### src/rtl/lfsr_pkg.sv
// Shared types, tap constants and the single-step Galois LFSR function.
package lfsr_pkg;

  // Widest LFSR the generic step function supports
  localparam int unsigned MAX_W = 64;

  typedef logic [MAX_W-1:0] word_t;

  // Named feedback masks (bit 0 set on all of them)
  localparam logic [15:0] TAPS_CRC16 = 16'h8005;
  localparam logic [3:0]  TAPS_4     = 4'h9;
  localparam logic [31:0] TAPS_32    = 32'h0040_0007;

  typedef enum logic {
    LOAD = 1'b0,
    RUN  = 1'b1
  } state_e;

  // One Galois shift of a width-bit state held in the low bits of a word_t
  function automatic word_t galois_step(input word_t state, input word_t taps,
                                        input int unsigned width);
    word_t mask;
    word_t shifted;
    logic  msb;
    mask    = (width >= MAX_W) ? '1 : ((MAX_W'(1) << width) - MAX_W'(1));
    msb     = |(state & (MAX_W'(1) << (width - 1)));
    shifted = (state << 1) & mask;
    return msb ? (shifted ^ (taps & mask)) : shifted;
  endfunction

endpackage

### src/rtl/lfsr_prng.sv
// Parametrised Galois LFSR PRNG with valid/ready output, reseed and wrap pulse.
module lfsr_prng
  import lfsr_pkg::*;
#(
  parameter int unsigned      WIDTH        = 16,
  parameter logic [WIDTH-1:0] TAPS         = WIDTH'(16'h8005),
  parameter int unsigned      STEPS        = 1,
  parameter logic [WIDTH-1:0] SEED_DEFAULT = WIDTH'(1),
  parameter int unsigned      CNT_W        = 32
) (
  input  logic             clk_in,
  input  logic             rst_n_in,
  input  logic [WIDTH-1:0] seed_in,
  input  logic             seed_load_in,
  input  logic             ready_in,
  output logic             valid_out,
  output logic [WIDTH-1:0] q_out,
  output logic             wrap_out,
  output logic [CNT_W-1:0] step_count_out
);

  // Parameter sanity, rejected at elaboration
  if (WIDTH < 2 || WIDTH > MAX_W) begin : g_bad_width
    $error("lfsr_prng: WIDTH must be in 2..%0d", MAX_W);
  end
  if (STEPS < 1 || STEPS > WIDTH) begin : g_bad_steps
    $error("lfsr_prng: STEPS must be in 1..WIDTH");
  end
  if (TAPS[0] != 1'b1) begin : g_bad_taps
    $error("lfsr_prng: TAPS bit 0 must be set");
  end
  if (SEED_DEFAULT == '0) begin : g_bad_seed
    $error("lfsr_prng: SEED_DEFAULT must be nonzero");
  end

  state_e             fsm_q,   fsm_d;
  logic [WIDTH-1:0]   lfsr_q,  lfsr_d;
  logic [WIDTH-1:0]   seed_q,  seed_d;
  logic [CNT_W-1:0]   cnt_q,   cnt_d;
  logic               wrap_q,  wrap_d;
  logic               valid_q, valid_d;
  logic [WIDTH-1:0]   adv_c;
  logic [WIDTH-1:0]   seed_sub_c;

  // STEPS chained single shifts of the current state
  always_comb begin
    adv_c = lfsr_q;
    for (int unsigned i = 0; i < STEPS; i++) begin
      adv_c = WIDTH'(galois_step(MAX_W'(adv_c), MAX_W'(TAPS), WIDTH));
    end
  end

  // A zero seed would lock the LFSR, so it is replaced by the default
  assign seed_sub_c = (seed_in == '0) ? SEED_DEFAULT : seed_in;

  // Next-state: load wins over a transfer; wrap compares against the active seed
  always_comb begin
    fsm_d   = fsm_q;
    lfsr_d  = lfsr_q;
    seed_d  = seed_q;
    cnt_d   = cnt_q;
    wrap_d  = 1'b0;
    if (seed_load_in) begin
      lfsr_d = seed_sub_c;
      seed_d = seed_sub_c;
      cnt_d  = '0;
      fsm_d  = LOAD;
    end else begin
      case (fsm_q)
        LOAD: fsm_d = RUN;
        RUN: begin
          if (ready_in) begin
            lfsr_d = adv_c;
            if (adv_c == seed_q) begin
              wrap_d = 1'b1;
              cnt_d  = '0;
            end else begin
              cnt_d = cnt_q + CNT_W'(1);
            end
          end
        end
        default: fsm_d = LOAD;
      endcase
    end
    valid_d = (fsm_d == RUN);
  end

  // State and output registers
  always_ff @(posedge clk_in or negedge rst_n_in) begin
    if (!rst_n_in) begin
      fsm_q   <= LOAD;
      lfsr_q  <= SEED_DEFAULT;
      seed_q  <= SEED_DEFAULT;
      cnt_q   <= '0;
      wrap_q  <= 1'b0;
      valid_q <= 1'b0;
    end else begin
      fsm_q   <= fsm_d;
      lfsr_q  <= lfsr_d;
      seed_q  <= seed_d;
      cnt_q   <= cnt_d;
      wrap_q  <= wrap_d;
      valid_q <= valid_d;
    end
  end

  assign valid_out      = valid_q;
  assign q_out          = lfsr_q;
  assign wrap_out       = wrap_q;
  assign step_count_out = cnt_q;

endmodule

### config.mk
export PLATFORM = sky130hd
export DESIGN_NAME = lfsr_prng
export DESIGN_NICKNAME = d
export VERILOG_FILES = /design/src/rtl/lfsr_pkg.sv /design/src/rtl/lfsr_prng.sv
export SDC_FILE = /design/constraint.sdc
export NUM_CORES = 1
export LEC_CHECK = 0
export ABC_AREA = 1
export BUFFER_PORTS_ARGS = -buffer_cell sky130_fd_sc_hd__clkbuf_2
export CAP_MARGIN = 20
export CORE_UTILIZATION = 43
export DETAILED_ROUTE_END_ITERATION = 10
export GPL_TIMING_DRIVEN = 1
export SETUP_SLACK_MARGIN = 0.05
export SYNTH_ARGS = -nofsm -noshare
export SYNTH_HDL_FRONTEND = slang
export SYNTH_SLANG_ARGS = --single-unit
### constraint.sdc
create_clock -name clk_in -period 2.9 [get_ports clk_in]
set_input_delay 0.58 -clock clk_in [delete_from_list [all_inputs] [get_ports clk_in]]
set_output_delay 0.58 -clock clk_in [all_outputs]
set_load 0.05 [all_outputs]
**Word level (Yosys, flattened, before mapping)**

Cells that the tools add are included.
Widths: inputs -> output; s select.

- Bitwise logic cells: 1
- Reductions and logical operators: 4
- Muxes and demuxes: 14
- $add $sub $neg: 1
- Equal/unequal tests: 1

Operators by type and width:

| kind | count |
|---|---|
| $mux 32 | 4 |
| $mux 16 | 5 |
| $add 32x1->32 const B | 1 |
| $eq 16x16->1 | 1 |
| $logic_not 16->1 | 1 |
| $mux 1 | 5 |
| $reduce_bool 2->1 | 2 |
| $not 3->3 | 1 |
| $reduce_and 2->1 | 1 |

- Bits in registers: 66
- Output and inout port bits: 50
- Input bits: 20

**Logic depth before layout (Yosys ltp)**

- Depth in word-level cells: 7
- Depth in mapped cells: 10

**Worst setup path after synthesis**

Ideal clock, no wire load.

- Path kind: register to register
- Start point: reg cnt_q[1] (netlist: step_count_out[1])
- End point: reg cnt_q[26] (netlist: step_count_out[26])
- Arrival: 1659 ps
- Stages on the path, launching flop included: 11
- Setup slack: 1122 ps
- Required time: 2782 ps
- Cells stage by stage: dfrtp_1 ha_1 nand2_1 nor2_4 nand2_1 nor2_4 nand3_1 nand2_1 nand2_1 nand3_1 nand2_1

- Cells in the longest elaborated chain, start to end: 5

RTL lines:

| what | RTL line | text |
|---|---|---|
| start: declaration | lfsr_prng.sv:39 | `logic [CNT_W-1:0] cnt_q, cnt_d;` |
| start signal: assignment | lfsr_prng.sv:101 | `cnt_q <= cnt_d;` |
| $add 32x1->32 | lfsr_prng.sv:78 | `cnt_d = cnt_q + CNT_W'(1);` |
| $mux 32 | lfsr_prng.sv:74 | `if (adv_c == seed_q) begin` |
| $mux 32 | lfsr_prng.sv:72 | `if (ready_in) begin` |
| $mux 32 | lfsr_prng.sv:69 | `case (fsm_q)` |
| $mux 32 | lfsr_prng.sv:63 | `if (seed_load_in) begin` |

No other way between the ends. The select of a mux whose other input is x is not followed.
A chain may end at the register's enable or synchronous reset.

**Worst setup path in the final report**

- Start point: reg lfsr_q[0] (netlist: q_out[0])
- End point: out q_out[0]

RTL lines:

| what | RTL line | text |
|---|---|---|
| start: declaration | lfsr_prng.sv:37 | `logic [WIDTH-1:0] lfsr_q, lfsr_d;` |
| start signal: assignment | lfsr_prng.sv:99 | `lfsr_q <= lfsr_d;` |
| end: declaration | lfsr_prng.sv:17 | `output logic [WIDTH-1:0] q_out,` |

No word-level cell between the ends.

==> impl_results.md <==
- Status: completed
- Placed Cells: between 600 and 700
- Synth Flop Type: dfrtp_1
- Setup crit start: q_out[0]
- CTS buffer count: 9
- Antenna Nets Post-Route: 0
- Die W: 95.00 um
- CP endpoint kind: primary output
- Final core occ: between 50% and 60%
- Largest net degree at the start of global routing: 67
- Sink Count: between 60 and 70
- Yosys top cell by area: dfrtp_1
- Final Max Tran Viols: 0
- Post-CTS sizing: 0
- Power Dens Cells: 477.6 nW/um2
- Core Rows: 33
- H-tree depth: 3
- Clock Latency Late Sink: 0.34 ns
- Root Driver: clkbuf_8
- Bufs on Longest Clock Path: 2
- Worst Skew: between 0.007 and 0.008 ns
- EDFF count, synth: 0
- Layout cells sized above 1: approximately a fifth
- Number of remaining DRC errors: 0
- Yosys warns: 0
- Worst-path cell chain: clkbuf_2
- P&R area growth vs syn: 16.02%
- Overall Global Routing Usage: a little over a fifth
- Final Net Count: 592
- Minimum clock period: 1.747 ns
- Slew headroom: 43.70%
- DRT iter0 DRCs: 136
- Setup Crit Path Kind: flip-flop to primary output
- CP endpoint: q_out[0]
- Die area: 9024 um2
- Slowest stage cell, crit path: dfstp_2
- Die H: between 90 and 100 um
- Max VDD drop: approximately 0.24 mV
- DRT Pass-1 Iters: 4
- Final Hold Viols: 0
- CP Data Required Time: 2.32 ns
- Reg2reg end: step_count_out[21]
- Place WS: about 0.85 ns
- CP Max Fanout: 4
- Total core area: ~8300 um2
- Setup bufs post-CTS: 0
- Max Clk Rate: about 0.57 GHz
- Port Buffer Count: 69
- Final setup vio count: 0
- Arrival @ worst endpoint: 1.17 ns
- Syn_area_per_cell: roughly 7.4 um2
- Hold_ws: 0.4135 ns
- Number of global-route vias before repair: about 3200
- Top-count cell post-synth: nand2_1
- Non-filler cells, final: slightly below 700
- Number of synthesized register bits: 66
- Antenna cell count: 0
- Vias: 3390
- Initial core utilization: ~45%
- CP Depth: 1
- Detail Placement HPWL: roughly 6300 um
- Avg Vias per Cell: roughly 5
- Number of antenna violations at the first check in global routing: 0
- Cells after synthesis: about 500
- Synth area leaders: dfrtp_1 (43%), nand2_1 (16%), nor2_1 (6.4%)
- Crit share post-route: 60.25%
- CP bufs+invs: 1
- Synth cell types: 31
- Worst Tran Pin Value: roughly 0.84 ns
- Top cell type's share of synthesized area: a little over two fifths
- Worst R2R Setup Slack: 1.17 ns
- Startpoint class of the critical path: flip-flop
- Syn Nets: around 520
- Final worst slack: roughly 1.2 ns
- Total gr overflow: 0
- Wire per inst: between 10 and 15 um
- Clock slew at reported path FFs: roughly 0.07 ns
- Worst path max stage delay: between 0.5 and 0.6 ns
- GP Congestion: ~0.8
- Share of flip-flops with an asynchronous set or reset: 100.0%
- Sequential-to-total area share from yosys stat: between 40% and 50%
- RSZ-0062 raised after global routing: no
- Synthesized cell area: between 3000 and 4000 um2
- Register-to-Register Path Depth: 9
- Most instantiated cells after synthesis: nand2_1 (160), dfrtp_1 (64), nor2_1 (63)
- Ports: 70
- Top cell family by delay on the critical path: flip-flops
- CTS tree: done
- Post-CTS Hold Fix Bufs: 0
- TNS Setup: 0 ns
- Drt total wl: 8919 um
- Global-route wire length before repair: ~15000 um
- Max Cap Viol: 0
- Worst R2R Start: q_out[15]
- Worst min path class: input port to asynchronous set/reset pin
- Fillers: 844
- Pleak: 2.134 nW
## metrics by stage
| step | area [um2] | power [mW] |
|---|---|---|
| 2_1_floorplan | 3719 | 1.272 |
| 3_3_place_gp | 4144 | 1.377 |
| 3_5_place_dp | 4144 | 1.379 |
| 4_1_cts | 4314 | 2.087 |
| 5_1_grt | 4314 | 2.165 |
| 6_report | 4314 | 2.060 |
## area by class of cell
class	count	area, um2	share of cell area, %
Clock inverter	3	15.01	0.3480
Tap cell	105	131.4	3.045
Timing Repair Buffer	72	367.9	8.527
Multi-Input combinational cell	367	1779	41.24
Sequential cell	66	1654	38.34
Inverter	55	211.5	4.901
Clock buffer	12	155.1	3.596
## kinds of logic after synthesis
logic type	count (synthesis)	synth area share, %
compound gates	50	7.806
xor+xnor	20	4.710
fa+ha+maj	1	0.3364
buf+inv	68	7.672
flops	66	44.48
simple gates	296	34.99
## flip-flops by register name, summed over array words and instances (netlist names)
register,cells
seed_q,16
wrap_out,1
step_count_out,32
q_out,16
valid_out,1
## how the worst min path moves through the flow
| stage | cells past startpoint | slack (ns) | to | startpoint |
|---|---|---|---|---|
| global route | 2 | 0.50 | step_count_out[10] | rst_n_in |
| CTS | 2 | 0.45 | step_count_out[8] | rst_n_in |
| finish | 2 | 0.41 | step_count_out[8] | rst_n_in |
| detailed placement | 2 | 0.48 | seed_q[14] | seed_q[14] |
| floorplan | 0 | 0.28 | q_out[10] | rst_n_in |
| global placement | 2 | 0.48 | seed_q[14] | seed_q[14] |
## report_power, final
group	internal (mW)	total, mW	switching (mW)
clock network	0.349	0.702	0.354
registers	0.970	1.01	0.0428
logic	0.0889	0.345	0.257
total	1.41	2.06	0.653
## per-layer routing
metal | share of wire [%] | up-vias | GRT usage [%]
li1 | - | 1712 | -
met1 | 46 | 1596 | 27.24
met5 | 0 | - | 0
met3 | 3.7 | 12 | 3.301
met2 | 48 | 70 | 36.51
met4 | 2.1 | 0 | 9.722
## placed cells by master, fill, tap and decap left out, types with 2 or more instances in the layout
| master | count |
|---|---|
| buf_4 | 3 |
| dfrtp_1 | 64 |
| clkbuf_8 | 11 |
| nor2_4 | 6 |
| o21ai_0 | 33 |
| nand3b_1 | 3 |
| and2_1 | 3 |
| nor2_2 | 13 |
| nand3_1 | 32 |
| xor2_1 | 16 |
| dfstp_2 | 2 |
| nor2_1 | 63 |
| nand2_2 | 4 |
| nand2_1 | 160 |
| clkbuf_2 | 68 |
| inv_1 | 51 |
| clkinv_2 | 3 |
| a22oi_1 | 13 |
| xnor2_1 | 4 |
| nand4_1 | 8 |
| inv_2 | 3 |
No activity file was read; power rests on OpenSTA's default activity.
